==> src/rtl/up_counter_pkg.sv <==
// Shared types and helpers for the up/down counter family in the timing subsystem.
// Holds the run-FSM state encoding and the shift-left helper used by the datapaths.
package up_counter_pkg;

    localparam int unsigned DefaultWidth = 8;
    localparam int unsigned MaxWidth     = 64;

    typedef enum logic [1:0] {
        StIdle  = 2'b00,
        StCount = 2'b01,
        StDone  = 2'b10
    } state_e;

    // Shift left by one within the low `width` bits; optionally clamp to all-ones on MSB overflow.
    function automatic logic [MaxWidth-1:0] shift_left_sat(input logic [MaxWidth-1:0] value,
                                                           input int unsigned          width,
                                                           input bit                   saturate);
        logic [MaxWidth-1:0] mask;
        logic [MaxWidth-1:0] msb_vec;
        logic [MaxWidth-1:0] result;
        mask    = {MaxWidth{1'b1}} >> (MaxWidth - width);
        msb_vec = value >> (width - 1);
        if (saturate && msb_vec[0]) begin
            result = mask;
        end else begin
            result = (value << 1) & mask;
        end
        return result;
    endfunction

endpackage

==> src/rtl/up_counter_fsm.sv <==
// Run-control FSM for up_counter: state register, terminal-value latch and busy/done generation.
// The done decision uses the pre-edge count so overriding load/shift cannot suppress it.
module up_counter_fsm
    import up_counter_pkg::*;
#(
    parameter int unsigned WIDTH = DefaultWidth
) (
    input  logic             clk,
    input  logic             rst,
    input  logic             start_i,
    input  logic             clear_i,
    input  logic [WIDTH-1:0] count_i,
    input  logic [WIDTH-1:0] terminal_count_i,
    output logic [WIDTH-1:0] term_o,
    output logic             start_acc_o,
    output logic             busy_o,
    output logic             done_o
);

    state_e           state_q, state_d;
    logic [WIDTH-1:0] term_q, term_d;
    logic             done_q, done_d;

    always_ff @(posedge clk or posedge rst) begin
        if (rst) begin
            state_q <= StIdle;
            term_q  <= '0;
            done_q  <= 1'b0;
        end else begin
            state_q <= state_d;
            term_q  <= term_d;
            done_q  <= done_d;
        end
    end

    always_comb begin
        state_d = state_q;
        term_d  = term_q;
        done_d  = 1'b0;
        if (clear_i) begin
            state_d = StIdle;
        end else begin
            unique case (state_q)
                StIdle, StDone: begin
                    if (start_i) begin
                        state_d = StCount;
                        term_d  = terminal_count_i;
                    end
                end
                StCount: begin
                    if (count_i == term_q) begin
                        state_d = StDone;
                        done_d  = 1'b1;
                    end
                end
                default: state_d = StIdle;
            endcase
        end
    end

    always_comb begin
        busy_o      = (state_q == StCount);
        done_o      = done_q;
        term_o      = term_q;
        start_acc_o = start_i && !clear_i && ((state_q == StIdle) || (state_q == StDone));
    end

endmodule

==> src/rtl/up_counter.sv <==
// Programmable up-counter/timer: counts from 0 (or a preload) up to a latched terminal value.
// Datapath lives here; run control is delegated to up_counter_fsm.
module up_counter
    import up_counter_pkg::*;
#(
    parameter int unsigned WIDTH    = DefaultWidth,
    parameter bit          SATURATE = 1'b1
) (
    input  logic             clk,
    input  logic             rst,
    input  logic             start,
    input  logic             clear,
    input  logic             enable,
    input  logic             load,
    input  logic             multiply_by_2,
    input  logic [WIDTH-1:0] preload_count,
    input  logic [WIDTH-1:0] terminal_count,
    output logic [WIDTH-1:0] count_out,
    output logic             busy,
    output logic             done,
    output logic             full
);

    logic [WIDTH-1:0] count_q, count_d;
    logic [WIDTH-1:0] term_q;
    logic [WIDTH-1:0] shifted;
    logic             start_acc;

    up_counter_fsm #(
        .WIDTH (WIDTH)
    ) u_fsm (
        .clk              (clk),
        .rst              (rst),
        .start_i          (start),
        .clear_i          (clear),
        .count_i          (count_q),
        .terminal_count_i (terminal_count),
        .term_o           (term_q),
        .start_acc_o      (start_acc),
        .busy_o           (busy),
        .done_o           (done)
    );

    assign shifted = WIDTH'(shift_left_sat(MaxWidth'(count_q), WIDTH, SATURATE));

    // Increment only below the terminal value: a count loaded above it stalls instead of wrapping.
    always_comb begin
        count_d = count_q;
        if (clear) begin
            count_d = '0;
        end else if (load) begin
            count_d = preload_count;
        end else if (start_acc) begin
            count_d = '0;
        end else if (multiply_by_2) begin
            count_d = shifted;
        end else if (busy && enable && (count_q < term_q)) begin
            count_d = count_q + WIDTH'(1);
        end
    end

    always_ff @(posedge clk or posedge rst) begin
        if (rst) begin
            count_q <= '0;
        end else begin
            count_q <= count_d;
        end
    end

    assign count_out = count_q;
    assign full      = &count_q;

endmodule

==> config.mk <==
export PLATFORM = sky130hd
export DESIGN_NAME = up_counter
export DESIGN_NICKNAME = d
export VERILOG_FILES = /design/src/rtl/up_counter_pkg.sv /design/src/rtl/up_counter_fsm.sv /design/src/rtl/up_counter.sv
export SDC_FILE = /design/constraint.sdc
export NUM_CORES = 1
export LEC_CHECK = 0
export ABC_AREA = 1
export CORE_MARGIN = 2
export CORE_UTILIZATION = 40
export DETAILED_ROUTE_END_ITERATION = 10
export DONT_BUFFER_PORTS = 1
export PLACE_DENSITY = 0.58
export SLEW_MARGIN = 0
export SYNTH_ARGS = -nofsm -noshare
export SYNTH_HDL_FRONTEND = slang
export SYNTH_SLANG_ARGS = --single-unit
==> constraint.sdc <==
create_clock -name clk -period 3.79 [get_ports clk]
set_input_delay 0.379 -clock clk [delete_from_list [all_inputs] [get_ports clk]]
set_output_delay 0.379 -clock clk [all_outputs]
set_load 0.02 [all_outputs]
==> results of run 1 <==
-- power breakdown --
part / switching, W / internal, W / total [W] / leakage (nW)
clock network: 0.0000660 / 0.0000393 / 0.000105 / 0.0177
logic: 0.0000876 / 0.0000512 / 0.000139 / 0.495
registers: 0.0000318 / 0.000228 / 0.000260 / 0.245
total: 0.000185 / 0.000318 / 0.000504 / 0.757
-- cell families after synthesis --
group | Yosys count | share of synthesized area, %
compound gates | 21 | 7.99
buf+inv | 32 | 9.55
simple gates | 119 | 39.3
flops | 19 | 34.9
fa+ha+maj | 9 | 8.26
-- worst register-to-register path, cell delays in order (launching register included) --
cell and delay [ps]:
dfrtp_1 550, ha_1 400, nand2_1 80, nand2_1 40, nor2_1 100, nand2_1 70, nor2_2 90, nand2_2 70
nand2_4 130, clkinv_4 90, nand2_1 60, nand2_1 60
-- stage by stage --
stage | setup WS [ps] | util [%] | cells | hold slack, ps
after floorplan | 2140 | - | 200 | 330
after global placement | 2030 | 42.5 | 244 | 426
after detailed placement | 1980 | 42.5 | 244 | 448
after CTS | 1720 | 43.3 | 248 | 101
after global routing | 1610 | 43.3 | 248 | 138
final | 1740 | 43.3 | 248 | 71.3
-- worst paths after layout --
path	end	slack, ps	depth (start not counted)
min in group clk	u_fsm.term_o[0]	180	2
setup / recovery	full	1740	5
hold reg to reg	u_fsm.term_o[0]	500	2
setup reg to reg	count_out[1]	1970	11
max in group asynchronous	count_out[7]	3250	1
hold / removal	u_fsm.term_o[1]	70	1
-- layout make-up --
cell class / count / area, sq um / share of cell area, %
multi-input combinational: 149 / 757 / 52.7
sequential: 19 / 475 / 33.1
inverter: 30 / 118 / 8.20
tap: 46 / 57.6 / 4.01
clock buffer: 3 / 22.5 / 1.57
clock inverter: 1 / 5.00 / 0.349
-- cells in the final DEF (no fill, tap or decap), drive strengths merged --
cell type  instances
a21oi              5
inv               29
nand3             15
clkinv             2
o22ai              1
nand2             81
nand4              2
ha                 9
o21ai             14
dfrtp             19
o21bai             1
clkbuf             3
nor2              21
-- sequential cells by signal, indices dropped and copies added, names as in the netlist --
name	flops
u_fsm.term_o	8
count_out	8
u_fsm.done_o	1
u_fsm.state_q	2
-- routing by layer --
| layer | up-vias | GRT usage, % |
|---|---|---|
| li1 | 628 | - |
| met1 | 542 | 21.4 |
| met2 | 36 | 28.1 |
| met3 | 2 | 4.17 |
| met4 | 0 | 4.17 |
| met5 | - | 0 |
==> flow_metrics.tcl, run 1 <==
set metrics [dict create \
    crit_path_start_kind "flop" \
    yosysWarnings 0 \
    boundaryPins 34 \
    antenna_found_initial 0 \
    critPathTopFamily "flip-flops" \
    vdd_drop_max_mv 0.131 \
    power_w 0.000504 \
    start_util_pct 41.2 \
    detailed_place.area_sq_um 1410 \
    synth_most_common_cell "nand2_1" \
    overflow 0 \
    synthTopCellsByCount "76 x nand2_1, 23 x inv_1, 19 x dfrtp_1, 15 x nor2_1, 14 x nand3_1" \
    fin_area_sq_um 1440 \
    cts_inserted_buffers 3 \
    gp_congestion 0.822 \
    drv_slew 0 \
    wirelength_um 3000 \
    status "complete, no violations" \
    crit_slowest_cell "dfrtp_1" \
    grt.total_usage_pct 16.6 \
    route.met2.wl_um 1460 \
    period_share_pct 54.0 \
    chipWidth_um 62.4 \
    cp_max_fo 7 \
    timing.critical_path.from "count_out[1]" \
    cts_buffer_depth 2 \
    cts_tree "yes" \
    wl_met3_um 209 \
    post-route-drc-count 0 \
    r2r_start "count_out[7]" \
    synth_area_leaders "dfrtp_1 35%, nand2_1 21%, ha_1 8.3%" \
    slowest_delay_ps 580 \
    syn_nets 232 \
    synth_edf_count 0 \
    h-tree-depth 1 \
    yosys_register_bits 19 \
    max_freq_mhz 489 \
    finalSetupViolations 0 \
    finalHoldViolCount 0 \
    yosysSeqAreaShare_pct 34.9 \
    rsz0062_at_grt "false" \
    via_per_inst 4.87 \
    wl_met1_um 1320 \
    min_period_ps 2050 \
    path_buf_inv 1 \
    routedWlPerCell_um 12.1 \
    tightest_slew_ps 738 \
    cts_root_buf "clkbuf_4" \
    dpl.hpwl_um 2430 \
    cts_setup_buffers 0 \
    syn_to_final_growth_pct 5.33 \
    holdCritPathClass "primary input to async pin" \
    grt_pass1_wl_um 5230 \
    dr.first_iter.drc_count 43 \
    postCtsResizedCells 0 \
    dieArea_sq_um 3890 \
    grt_max_degree 20 \
    dr_total_vias 1208 \
    cp.required_ps 3410 \
    syn_area_sq_um 1360 \
    cts_sinks 19 \
    path_class "flop to primary output" \
    nNetsFinal 235 \
    maxSlewHeadroom_pct 50.7 \
    crit_top_cell "nand2_1" \
    syn_area_per_cell_sq_um 6.81 \
    power_density_nw_per_um2 351 \
    die_y_um 62.4 \
    cp-end-kind "primary output" \
    clk_latency_ps 300 \
    rows 21 \
    drive_above_1_share_pct 11.4 \
    top_layer "met4" \
    clock_skew_ps 6.21 \
    worstPathArrival_ps 1670 \
    port_buffers 0 \
    antenna_cells 0 \
    fin_setup_tns_ps 0 \
    ant_nets 0 \
    yosysTopAreaCell "dfrtp_1" \
    cap_violations 0 \
    crit_chain "ha_1 > nand2_1 > inv_1 > nand2_1 > nor2_1" \
    num-fill-cells 374 \
    cts_hold_buf 0 \
    clkTransAtPathRegs_ps 120 \
    dr.pass1.iters 4 \
    ys_types 21 \
    yosysTopAreaCellShare_pct 34.9 \
    leakagePower_nw 0.757 \
    first_global_vias 1177 \
    syn_inst 200 \
    async_reset_ff_share_pct 100 \
    coreArea_sq_um 3310 \
    ys.flop_type "dfrtp_1" \
]
(Power assumes the default switching activity.)
==> inputs of run 2 (changes only) <==
Clock period 3.79 ns to 1.9 ns, I/O delays scaled along.
==> flow_metrics.tcl, run 2 (same netlist as run 1, synthesis figures left out) <==
set metrics [dict create \
    boundaryPins 34 \
    wirelength_um 3140 \
    r2r_end "u_fsm.state_q[1]" \
    cts_buffer_depth 2 \
    dieArea_sq_um 3890 \
    hold_depth 2 \
    via_per_inst 4.95 \
    maxSlewHeadroom_pct 51.7 \
    drv_slew 0 \
    finalSetupViolations 0 \
    gp_congestion 0.772 \
    path_buf_inv 2 \
    ant_nets 0 \
    cts_root_buf "clkbuf_4" \
    port_buffers 0 \
    placedCellCount 252 \
    grt_max_degree 20 \
    path_class "flop to primary output" \
    crit_path_start_kind "flop" \
    multi_input_area_sq_um 757 \
    crit_top_cell "nand2_1" \
    cts_inserted_buffers 3 \
    timing.critical_path.from "count_out[1]" \
    period_share_pct 96.0 \
    clock_skew_ps 5.47 \
    crit_slowest_cell "dfrtp_1" \
    rsz0062_at_grt "false" \
    cp_max_fo 6 \
    antenna_cells 0 \
    cp-end-kind "primary output" \
    cts_sinks 19 \
    cap_violations 0 \
    grt_pass1_wl_um 5390 \
    min_period_ps 1820 \
    pre_cts_ws_ps 332 \
    drive_above_1_share_pct 14.0 \
    rows 21 \
    fin_cells 260 \
    crit_cells 6 \
    hold_ws_ps 11.7 \
    antenna_found_initial 0 \
    die_y_um 62.4 \
    final_cell_mix "76 x nand2_1, 23 x inv_1, 19 x dfrtp_1, 15 x nor2_1, 14 x nand3_1" \
    vdd_drop_max_mv 0.407 \
    syn_to_final_growth_pct 12.6 \
    overflow 0 \
    coreArea_sq_um 3310 \
    crit_end "full" \
    status "complete, no violations" \
    post-route-drc-count 0 \
    tightest_slew_ps 724 \
    worstRegToRegCells 8 \
    slowest_delay_ps 390 \
    dr.pass1.iters 4 \
    fin_setup_tns_ps 0 \
    final_common_cell "nand2_1" \
    routedWlPerCell_um 12.1 \
    final.setup.worst_slack_ps 75.9 \
    finalHoldViolCount 0 \
    r2r_slack_ps 320 \
    critPathTopFamily "simple AND/OR/NAND/NOR gates" \
    h-tree-depth 1 \
    first_global_vias 1179 \
    clk_latency_ps 300 \
    holdCritPathClass "primary input to flop" \
    worstPathArrival_ps 1630 \
    start_util_pct 41.2 \
    cts_setup_buffers 0 \
    dr_total_vias 1287 \
    cp.required_ps 1710 \
    r2r_start "count_out[7]" \
    seqCellArea_sq_um 475 \
    max_freq_mhz 548 \
    cts_tree "yes" \
    crit_chain "buf_4 > ha_1 > nand2_1 > inv_1 > nand2_1 > nor2_1" \
    dr.first_iter.drc_count 44 \
    dpl.hpwl_um 2530 \
    power_density_nw_per_um2 672 \
    leakagePower_nw 0.813 \
    num-fill-cells 366 \
    chipWidth_um 62.4 \
    clkTransAtPathRegs_ps 110 \
    grt.total_usage_pct 17.5 \
    nNetsFinal 247 \
]
run 2: layout make-up:
cell class | instances | area share [%]
Multi-Input combinational cell | 149 | 49.3
Sequential cell | 19 | 31.0
Tap cell | 46 | 3.75
Clock buffer | 4 | 1.71
Inverter | 30 | 7.67
Timing Repair Buffer | 12 | 6.53
run 2: worst min path at each step:
stage                           start               to  slack, ps
finish              terminal_count[7]  u_fsm.term_o[7]         10
detailed placement                rst     u_fsm.done_o        240
global route        terminal_count[6]  u_fsm.term_o[6]          2
CTS                 terminal_count[7]  u_fsm.term_o[7]          8
global placement                  rst     u_fsm.done_o        230
floorplan                         rst     count_out[0]        140
run 2: power by group:
part           switching (W)  internal (W)  total [W]
Sequential         0.0000223      0.000455   0.000477
Clock               0.000124     0.0000819   0.000206
Combinational       0.000222      0.000125   0.000348
run 2: stage by stage:
step	instance area, sq um	util, %	total power (W)
after floorplan	1360	-	0.000747
after global placement	1470	44.3	0.000818
after detailed placement	1470	44.3	0.000829
after CTS	1510	45.7	0.00104
after global routing	1530	46.3	0.00113
final	1530	46.3	0.00103
run 2: layer usage:
metal  up-vias  wire, um  GRT usage, %  part of all wire, %
met2        29      1520          30.8                   48
li1        655         -             -                    -
met4         0        19          4.17                 0.60
met1       601      1470          21.7                   47
met3         2       132          4.17                  4.2
met5         -         0             0                    0
run 2: repair_timing:
action / in CTS / in global routing
resized for setup: 0 / 0
endpoints found under the hold margin: 20 / 2
hold buffers: 2 / 2
==> patch 1 (config.mk and constraints of run 2) <==
Change the parameter `SATURATE` from 1'b1 to 1'b0.
--- a/src/rtl/up_counter.sv
+++ b/src/rtl/up_counter.sv
@@ -5,5 +5,5 @@
 #(
     parameter int unsigned WIDTH    = DefaultWidth,
-    parameter bit          SATURATE = 1'b1
+    parameter bit          SATURATE = 1'b0
 ) (
     input  logic             clk,
Formal check against the unedited RTL: not equivalent (Yosys sat finds a counterexample within 4 cycles, from zero or initial values and one cycle with rst high).
==> patch 1 against run 2 <==
Wire length hardly changed. Sequential power hardly changed. Global-route usage is 1.4 points lower. Synthesized area is 0.37% higher. Design area is 1.7% higher. Worst setup slack better by 0.068 ns. Total power is 2.5% lower. First-iteration DRC count is 16% higher. Sequential cell count stayed put. Critical path type unchanged. Largest cell class unchanged. Largest power group unchanged. Highest routed layer unchanged.
==> patch 1: results <==
outcome:
  status: "complete, no violations"
power:
  ir_drop_uv: 371
  switching_share: 0.352
  leakage_nw: 0.831
synth:
  async_reset_ff_frac: 1.00
  synth_cell_types: 23
  synth_area_leaders: "dfrtp_1 (35%), nand2_1 (20%), ha_1 (8.2%)"
  syn_nets: 229
  synth_commonest_cells: "nand2_1 (73), inv_1 (27), dfrtp_1 (19)"
  postSynthAreaPerCell_um2: 6.94
  ys_seq_area_frac: 0.348
route:
  wl_mm: 3.14
  dr.pass1.iters: 4
  drt_iter0_markers: 51
  drcViolationCount: 0
  detail_route.wl_per_cell_um: 12.2
  vias: 1249
hold_path:
  hold_start: "terminal_count[5]"
clock_tree:
  cts_buffers: 3
  cts-root-buf: "clkbuf_4"
  cts_setup_buffers: 0
placed_design:
  place_congestion: 0.850
  io_buffer_count: 0
  dpl.cell_count: 249
  place.detailed.hpwl_mm: 2.53
layout:
  antenna-diode-count: 0
  drive_gt1_frac: 0.113
global_routing:
  grt_usage: 0.162
  grt_pass1_wl_mm: 5.11
  grt_max_degree: 20
  antenna_found_initial: 0
  grt_pass1_vias: 1121
sta:
  fin_skew_ns: 0.0171
  max_slew_margin: 0.500
worst_setup_path:
  cp-startpoint: "count_out[0]$_DFFE_PP0P_"
  critical_path_arrival_ns: 1.57
  crit_fanout: 4
-- patch 1: per-stage QoR --
stage	instance area, µm²	utilization	total power, mW	worst slack, ns	hold slack, ns
finish	1560	0.471	1.01	0.143	0.0105
floorplan	1370	-	0.723	0.262	0.141
global route	1560	0.471	1.09	0.0260	0.0113
detailed placement	1480	0.446	0.800	0.261	0.256
global placement	1480	0.446	0.790	0.259	0.232
CTS	1550	0.469	1.02	0.00780	0.00118
-- patch 1: final timing paths --
kind,endpoint,slack (ns),depth (start not counted)
min reg2reg,u_fsm.term_o[0]$_DFFE_PP0P_,0.51,2
max in group asynchronous,u_fsm.state_q[0]$_DFFE_PP0P_,0.97,2
min,u_fsm.term_o[5]$_DFFE_PP0P_,0.01,2
max,full,0.14,6
min in group asynchronous,u_fsm.term_o[5]$_DFFE_PP0P_,0.44,2
max reg2reg,count_out[4]$_DFFE_PP0P_,0.24,11
-- patch 1: power by group through the flow --
| stage | Sequential [mW] | Combinational, mW | Clock (mW) |
|---|---|---|---|
| finish | 0.477 | 0.320 | 0.208 |
| global route | 0.482 | 0.368 | 0.235 |
| CTS | 0.477 | 0.325 | 0.221 |
| detailed placement | 0.486 | 0.314 | 0 |
| global placement | 0.485 | 0.305 | 0 |
| floorplan | 0.507 | 0.216 | 0 |
-- patch 1: final cells by class --
class	instances	area (µm²)
Sequential cell	19	475
Clock buffer	3	22.5
Fill cell	369	1750
Clock inverter	1	5.00
Inverter	31	138
Multi-Input combinational cell	145	752
Tap cell	46	57.6
Timing Repair Buffer	13	110
-- patch 1: critical path, stage by stage, from the launching register on --
cell	delay, ns
dfrtp_1	0.41
buf_4	0.18
ha_1	0.20
nand2_1	0.11
nor2_1	0.10
nand2_1	0.10
nor2_4	0.16
-- patch 1: cells by family after synthesis --
| logic type | count (synthesis) | synth area share |
|---|---|---|
| and+or+nand+nor | 114 | 0.373 |
| AOI/OAI and AO/OA | 20 | 0.0732 |
| buffers and inverters | 33 | 0.108 |
| adders and majority gates | 9 | 0.0823 |
| muxes | 2 | 0.0156 |
| DFF | 19 | 0.348 |
-- patch 1: repair_timing --
item,CTS,global route
hold buffers,5,0
endpoints found under the hold margin,23,0
resized for setup,0,2
setup endpoints to repair,0,1
-- patch 1: metal layers --
layer | wire (µm) | part of all wire | up-vias | track usage
met4 | 7 | 0.0022 | 0 | 0.0278
met1 | 1460 | 0.47 | 574 | 0.217
met2 | 1490 | 0.48 | 31 | 0.267
li1 | - | - | 642 | -
met3 | 175 | 0.056 | 2 | 0.0414
met5 | 0 | 0 | - | 0
==> patch 2 (flow settings as in run 2) <==
Made on the original files. Re-encode `state_e` (3 states) as one-hot, 3 bits wide.
--- a/src/rtl/up_counter_pkg.sv
+++ b/src/rtl/up_counter_pkg.sv
@@ -6,8 +6,8 @@
     localparam int unsigned MaxWidth     = 64;
 
-    typedef enum logic [1:0] {
-        StIdle  = 2'b00,
-        StCount = 2'b01,
-        StDone  = 2'b10
+    typedef enum logic [2:0] {
+        StIdle  = 3'b001,
+        StCount = 3'b010,
+        StDone  = 3'b100
     } state_e;
 
Function: same outputs for any inputs over 10 cycles, from zero or initial values and one cycle with rst high; not proved beyond that.
==> patch 2 against run 2 <==
Register-to-register slack lost 0.03 ns. Utilization grew 3.0 points. Largest cell class unchanged. Synthesized area grew 6.2%. Total power grew 18%. Design area grew 9.8%. Sequential cell count grew 1. Worst setup slack gained 0.10 ns. Sequential share of layout area shrank 1.2 points. Maximum frequency grew 5.9%. Clock skew shrank 0.0025 ns. Highest routed layer unchanged. Wire length grew 6.2%.
==> patch 2: results <==
synth:
  async_reset_ff_frac: 1.00
  synth_cell_types: 24
  synth_area_leaders: "dfrtp_1 (33%), nand2_1 (21%), ha_1 (7.8%)"
  synth_commonest_cells: "nand2_1 (80), inv_1 (28), nand3_1 (20)"
  yosysWarnings: 0
  ys_seq_area_frac: 0.347
  synth-adder-area-share: 0.0778
  synthCells: 215
  synth-compound-area-share: 0.0864
worst_setup_path:
  critical_path_arrival_ns: 1.53
  r2r_cells: 11
  reg2reg_setup_slack_ns: 0.29
clock_tree:
  path_clk_slew_ns: 0.11
  cts_setup_buffers: 0
  cts-root-buf: "clkbuf_4"
  cts_hold_buf: 8
placed_design:
  post_dp_cell_area_um2: 1570
  place_congestion: 0.811
  place.detailed.hpwl_mm: 2.61
  dpl.cell_count: 269
  pre_cts_slack_ns: 0.317
route:
  wl_met2_mm: 1.51
  wl_met1_mm: 1.62
  wl_met3_um: 177
  wl_mm: 3.34
  vias: 1362
  drt_iter0_markers: 53
  vias_per_cell: 4.85
hold_path:
  hold_end: "u_fsm.term_o[1]$_DFFE_PP0P_"
  hold_start: "terminal_count[1]"
layout:
  drive_gt1_frac: 0.115
global_routing:
  met1_usage: 0.247
  grt_max_degree: 21
  grt_pass1_vias: 1313
  gr-usage-met3: 0.0563
  grt_pass1_wl_mm: 6.03
  grt_usage: 0.188
power:
  ir_drop_uv: 561
  leakage_nw: 0.887
sta:
  tightestPinTransition_ns: 0.767
  whs_ns: 0.0140
  fin_skew_ns: 0.00299
outcome:
  status: "complete, no violations"
patch 2: changes by cell type after synthesis, sizes merged, moves of 2 or more:
cell    before  now
nand3b       0    2
inv         29   31
o21ai       14   16
nand3       15   22
patch 2: worst max-delay path by stage:
| stage | endpoint | slack, ns | cells after the start |
|---|---|---|---|
| 3_3_place_gp | count_out[7]$_DFFE_PP0P_ | 0.32 | 11 |
| 4_1_cts | full | 0.10 | 5 |
| 6_report | full | 0.18 | 6 |
| 2_1_floorplan | count_out[2]$_DFFE_PP0P_ | 0.31 | 11 |
| 5_1_grt | full | 0.03 | 6 |
| 3_5_place_dp | count_out[7]$_DFFE_PP0P_ | 0.32 | 11 |
patch 2: final cells by class:
class	instances	area [µm²]
multi-input cells	161	810
well taps	46	57.6
inverters	32	124
clock buffers	4	36.3
repair buffers	18	155
fillers	378	1730
flip-flops and latches	20	502
patch 2: power breakdown:
part / switching (mW) / internal (mW)
registers: 0.0304 / 0.499
clock network: 0.138 / 0.117
logic: 0.266 / 0.162
total: 0.435 / 0.778
